--- src/rtl/oport_uart_tx.sv ---
// CPU output-port to UART bridge: buffers oport writes in a small FIFO and
// shifts each byte out as an 8N1 frame, LSB first.
module oport_uart_tx #(
  parameter int CLKS_PER_BIT = 16,
  parameter int DEPTH        = 4,
  parameter int COUNT_W      = $clog2(DEPTH) + 1
) (
  input  logic               clk,
  input  logic               reset,
  input  logic [7:0]         oport,
  input  logic               oport_we,
  input  logic               clr_overflow,
  output logic               tx,
  output logic               busy,
  output logic               fifo_full,
  output logic [COUNT_W-1:0] count,
  output logic               overflow
);
  localparam int AW = $clog2(DEPTH);

  typedef enum logic [1:0] {IDLE, START, DATA, STOP} state_t;

  state_t             state_q, state_d;
  logic [7:0]         mem [DEPTH];
  logic [AW-1:0]      wr_ptr_q, wr_ptr_d, rd_ptr_q, rd_ptr_d;
  logic [COUNT_W-1:0] count_q, count_d;
  logic [15:0]        baud_q, baud_d;
  logic [2:0]         bit_q, bit_d;
  logic [7:0]         shift_q, shift_d;
  logic               tx_q, tx_d;
  logic               ovf_q, ovf_d;
  logic               full, wr_en, pop, baud_end, have_data;

  assign full      = (count_q == COUNT_W'(DEPTH));
  assign wr_en     = oport_we & ~full;
  assign have_data = (count_q != '0);
  assign baud_end  = (baud_q == 16'(CLKS_PER_BIT - 1));

  always_comb begin
    state_d  = state_q;
    baud_d   = baud_q;
    bit_d    = bit_q;
    shift_d  = shift_q;
    tx_d     = tx_q;
    pop      = 1'b0;
    case (state_q)
      IDLE: begin
        tx_d = 1'b1;
        if (have_data) begin
          pop     = 1'b1;
          shift_d = mem[rd_ptr_q];
          tx_d    = 1'b0;
          baud_d  = '0;
          state_d = START;
        end
      end
      START: begin
        if (baud_end) begin
          baud_d  = '0;
          bit_d   = '0;
          tx_d    = shift_q[0];
          state_d = DATA;
        end else begin
          baud_d = baud_q + 16'd1;
        end
      end
      DATA: begin
        if (baud_end) begin
          baud_d = '0;
          if (bit_q == 3'd7) begin
            tx_d    = 1'b1;
            state_d = STOP;
          end else begin
            shift_d = shift_q >> 1;
            tx_d    = shift_q[1];
            bit_d   = bit_q + 3'd1;
          end
        end else begin
          baud_d = baud_q + 16'd1;
        end
      end
      STOP: begin
        if (baud_end) begin
          baud_d = '0;
          // chain straight into the next frame so queued bytes leave with no gap
          if (have_data) begin
            pop     = 1'b1;
            shift_d = mem[rd_ptr_q];
            tx_d    = 1'b0;
            state_d = START;
          end else begin
            tx_d    = 1'b1;
            state_d = IDLE;
          end
        end else begin
          baud_d = baud_q + 16'd1;
        end
      end
      default: begin
        tx_d    = 1'b1;
        state_d = IDLE;
      end
    endcase
  end

  always_comb begin
    wr_ptr_d = wr_en ? wr_ptr_q + AW'(1) : wr_ptr_q;
    rd_ptr_d = pop   ? rd_ptr_q + AW'(1) : rd_ptr_q;
    count_d  = count_q;
    case ({wr_en, pop})
      2'b10:   count_d = count_q + COUNT_W'(1);
      2'b01:   count_d = count_q - COUNT_W'(1);
      default: count_d = count_q;
    endcase
    // a dropped write beats a simultaneous clear
    ovf_d = ovf_q;
    if (oport_we && full) ovf_d = 1'b1;
    else if (clr_overflow) ovf_d = 1'b0;
  end

  always_ff @(posedge clk or posedge reset) begin
    if (reset) begin
      state_q  <= IDLE;
      wr_ptr_q <= '0;
      rd_ptr_q <= '0;
      count_q  <= '0;
      baud_q   <= '0;
      bit_q    <= '0;
      shift_q  <= '0;
      tx_q     <= 1'b1;
      ovf_q    <= 1'b0;
    end else begin
      state_q  <= state_d;
      wr_ptr_q <= wr_ptr_d;
      rd_ptr_q <= rd_ptr_d;
      count_q  <= count_d;
      baud_q   <= baud_d;
      bit_q    <= bit_d;
      shift_q  <= shift_d;
      tx_q     <= tx_d;
      ovf_q    <= ovf_d;
    end
  end

  always_ff @(posedge clk) begin
    if (wr_en) mem[wr_ptr_q] <= oport;
  end

  assign tx        = tx_q;
  assign busy      = (state_q != IDLE);
  assign fifo_full = full;
  assign count     = count_q;
  assign overflow  = ovf_q;
endmodule
--- config.mk ---
export PLATFORM = sky130hd
export DESIGN_NAME = oport_uart_tx
export DESIGN_NICKNAME = d
export VERILOG_FILES = /design/src/rtl/oport_uart_tx.sv
export SDC_FILE = /design/constraint.sdc
export NUM_CORES = 1
export LEC_CHECK = 0
export CORE_MARGIN = 5
export CORE_UTILIZATION = 45
export DETAILED_ROUTE_END_ITERATION = 7
export GPL_ROUTABILITY_DRIVEN = 1
export GPL_TIMING_DRIVEN = 0
export PLACE_DENSITY = 0.7
export SYNTH_ARGS = -nofsm -noshare
export SYNTH_HDL_FRONTEND = slang
export SYNTH_SLANG_ARGS = --single-unit
--- constraint.sdc ---
create_clock -name clk -period 3.5 [get_ports clk]
set_input_delay 0.35 -clock clk [delete_from_list [all_inputs] [get_ports clk]]
set_output_delay 0.35 -clock clk [all_outputs]
set_load 0.03 [all_outputs]
==> metrics.yaml <==
cells_and_area:
  layout-drive-gt1-share: 0.183
  multi_input_area_sq_um: 1480
  final_common_cell: "dfrtp_1"
  final_cell_mix: "37 x dfrtp_1, 32 x edfxtp_1, 18 x clkdlybuf4s50_1, 16 x mux2_2"
  areaGrowthSynthToFinish_pct: 15.3
  seqCellArea_sq_um: 1910
  n_antenna_cell: 0
  n_fill_cell: 649
  stdcell_count: 403
  final_nets: 323
  final_cell_area_sq_um: 4010
floorplan:
  io_pins: 19
  row_count: 32
  die_y_um: 97.9
  dieArea_sq_um: 9580
  core_area_sq_um: 7610
  initial_core_util: 0.457
  die_w_um: 97.9
detailed_routing:
  vias_per_cell: 5.48
  dr_total_vias: 2209
  wl_per_cell_um: 15.5
  ant_nets: 0
  totalWireLength_um: 6240
  drt_first_pass_iters: 5
  drc: 0
  drt_iter0_drc: 142
timing:
  setup_tns_ps: 0
  timing.fmax_ghz: 0.343
  rsz0062_at_grt: "false"
  skew_ps: 7.48
  maxSlewHeadroom: 0.458
  period_share: 0.833
  slew_violations: 0
  hold_violations: 0
  finalSetupViolations: 0
  tightest_slew_ps: 812
  layout_min_cycle_time_ps: 2920
  holdWs_ps: 474
global_route:
  antenna_found_initial: 0
  grt_use_total: 0.140
  met1_usage: 0.197
  grt.met3_usage: 0.0350
  grt_pass1_vias: 2196
  grt-ovfl-total: 0
  grt_pass1_wl_um: 10800
  top_usage_layer: "met2"
  met2_usage: 0.212
  grt_max_degree: 39
clock_tree:
  cts_sinks: 70
  cts_buffers: 9
  cts-resized-gates: 0
  clock-root-buffer: "clkbuf_8"
  clockBufferDepth: 2
  post-cts-setup-buffers: 0
  ctsHoldBuffers: 0
  cts_max_level: 3
  clkLatencyLatePin_ps: 330
  clkSlewWorstSetupHoldPaths_ps: 70
  cts_tree: "built"
logic_synthesis:
  syn-instance-count: 267
  ys_seq_elements: 70
  synth-async-reset-ratio: 0.543
  yosysUniqueCellTypes: 49
  synth-edff-count: 32
  netlist_area_sq_um: 3480
  seq_area_frac_synth: 0.550
  synth_fp_nets: 294
  synthFlopType: "dfrtp_1"
  synth.avg_cell_area_sq_um: 13.0
  yosysWarnings: 0
power:
  powerDensity_nw_per_um2: 799
  total_power_mw: 3.20
  irDropWorstVdd_v: 0.000521
  p_leak_nw: 1.56
worst_hold_path:
  hp-class: "flop to flop"
  hold_depth: 2
place:
  port_buffers: 18
  placed_area_sq_um: 3780
  place_inst: 387
  dp_hpwl_um: 4330
  place_congestion: 0.860
worst_setup_path:
  cp-end-kind: "flop"
  crit_fanout: 6
  arrival_ps: 3170
  r2r_cells: 12
  crit_path_start_kind: "flop"
  crit_required_ps: 3750
  path_class: "flop to flop"
flow_run:
  drv_cap: 0
status:
  outcome: "finished, final reports clean"
-- cell usage after synthesis (all sizes together), types with 3 or more instances --
library cell | n | share of area
nor3 | 7 | 0.010
nor4 | 6 | 0.024
nand2 | 12 | 0.013
a21oi | 7 | 0.010
and3 | 3 | 0.0054
and4 | 4 | 0.010
clkbuf | 5 | 0.0054
nand3 | 13 | 0.019
nor2 | 14 | 0.015
xor2 | 6 | 0.015
nand2b | 3 | 0.0054
xnor2 | 6 | 0.015
mux4 | 8 | 0.052
nor2b | 4 | 0.0072
ha | 14 | 0.050
edfxtp | 32 | 0.28
o21ai | 11 | 0.016
nand4 | 6 | 0.019
dfrtp | 37 | 0.27
and2 | 4 | 0.0072
buf | 4 | 0.0058
mux2 | 17 | 0.055
inv | 13 | 0.014
-- critical path, cell delays in order, from the launching register on --
cell,delay [ps]
dfrtp_1,400
ha_1,230
and3_1,370
and4_1,240
clkbuf_1,280
a21oi_1,120
nor2_1,120
ha_1,200
inv_1,70
fa_1,390
xor2_1,150
nor2_1,120
xor2_1,150
-- kinds of logic (layout without fill, tap and decap cells) --
| group | Yosys count | after routing | synth area share |
|---|---|---|---|
| xor gates and xnor gates | 12 | 12 | 0.0302 |
| buffers and inverters | 22 | 56 | 0.0252 |
| and+or+nand+nor | 87 | 87 | 0.159 |
| AOI/OAI and AO/OA | 34 | 34 | 0.0666 |
| muxes | 27 | 27 | 0.113 |
| adders and majority gates | 15 | 15 | 0.0561 |
| DFF | 70 | 70 | 0.550 |
-- path summary, 6_finish.rpt --
path | from | to | slack [ps]
hold reg to reg | tx | tx | 470
max in group asynchronous | reset | shift_q[6] | 2490
setup reg to reg | baud_q[0] | count[2] | 580
min in group asynchronous | reset | baud_q[7] | 490
hold / removal | tx | tx | 470
setup / recovery | baud_q[0] | count[2] | 580
-- flip-flops by register name (all words and copies together), names as in the netlist --
signal / flops
mem: 32
baud_q: 16
shift_q: 8
bit_q: 3
count: 3
rd_ptr_q: 2
state_q: 2
wr_ptr_q: 2
overflow: 1
tx: 1
-- power breakdown --
part	internal [mW]	switching [mW]	total [mW]
clock	0.422	0.300	0.722
sequential	1.09	0.142	1.23
combinational	0.592	0.655	1.25
-- metal layers --
layer,up-vias,wire [um],part of all wire
met4,0,80,0.013
met3,7,234,0.037
met1,1084,2970,0.48
met2,59,2960,0.47
met5,-,0,0
li1,1059,-,-
-- final cells by class --
class | count | share of cell area
timing repair buffer | 18 | 0.0449
clock inverter | 5 | 0.0209
inverter | 13 | 0.0122
sequential | 70 | 0.477
multi-input combinational | 175 | 0.368
tap | 102 | 0.0318
buffer | 9 | 0.00967
clock buffer | 11 | 0.0353
-- through the flow --
step	util	setup WS [ps]
4_1_cts	0.527	615
5_1_grt	0.527	412
2_1_floorplan	-	1080
3_3_place_gp	0.498	724
6_report	0.527	584
3_5_place_dp	0.498	678
(Power assumes the default switching activity.)
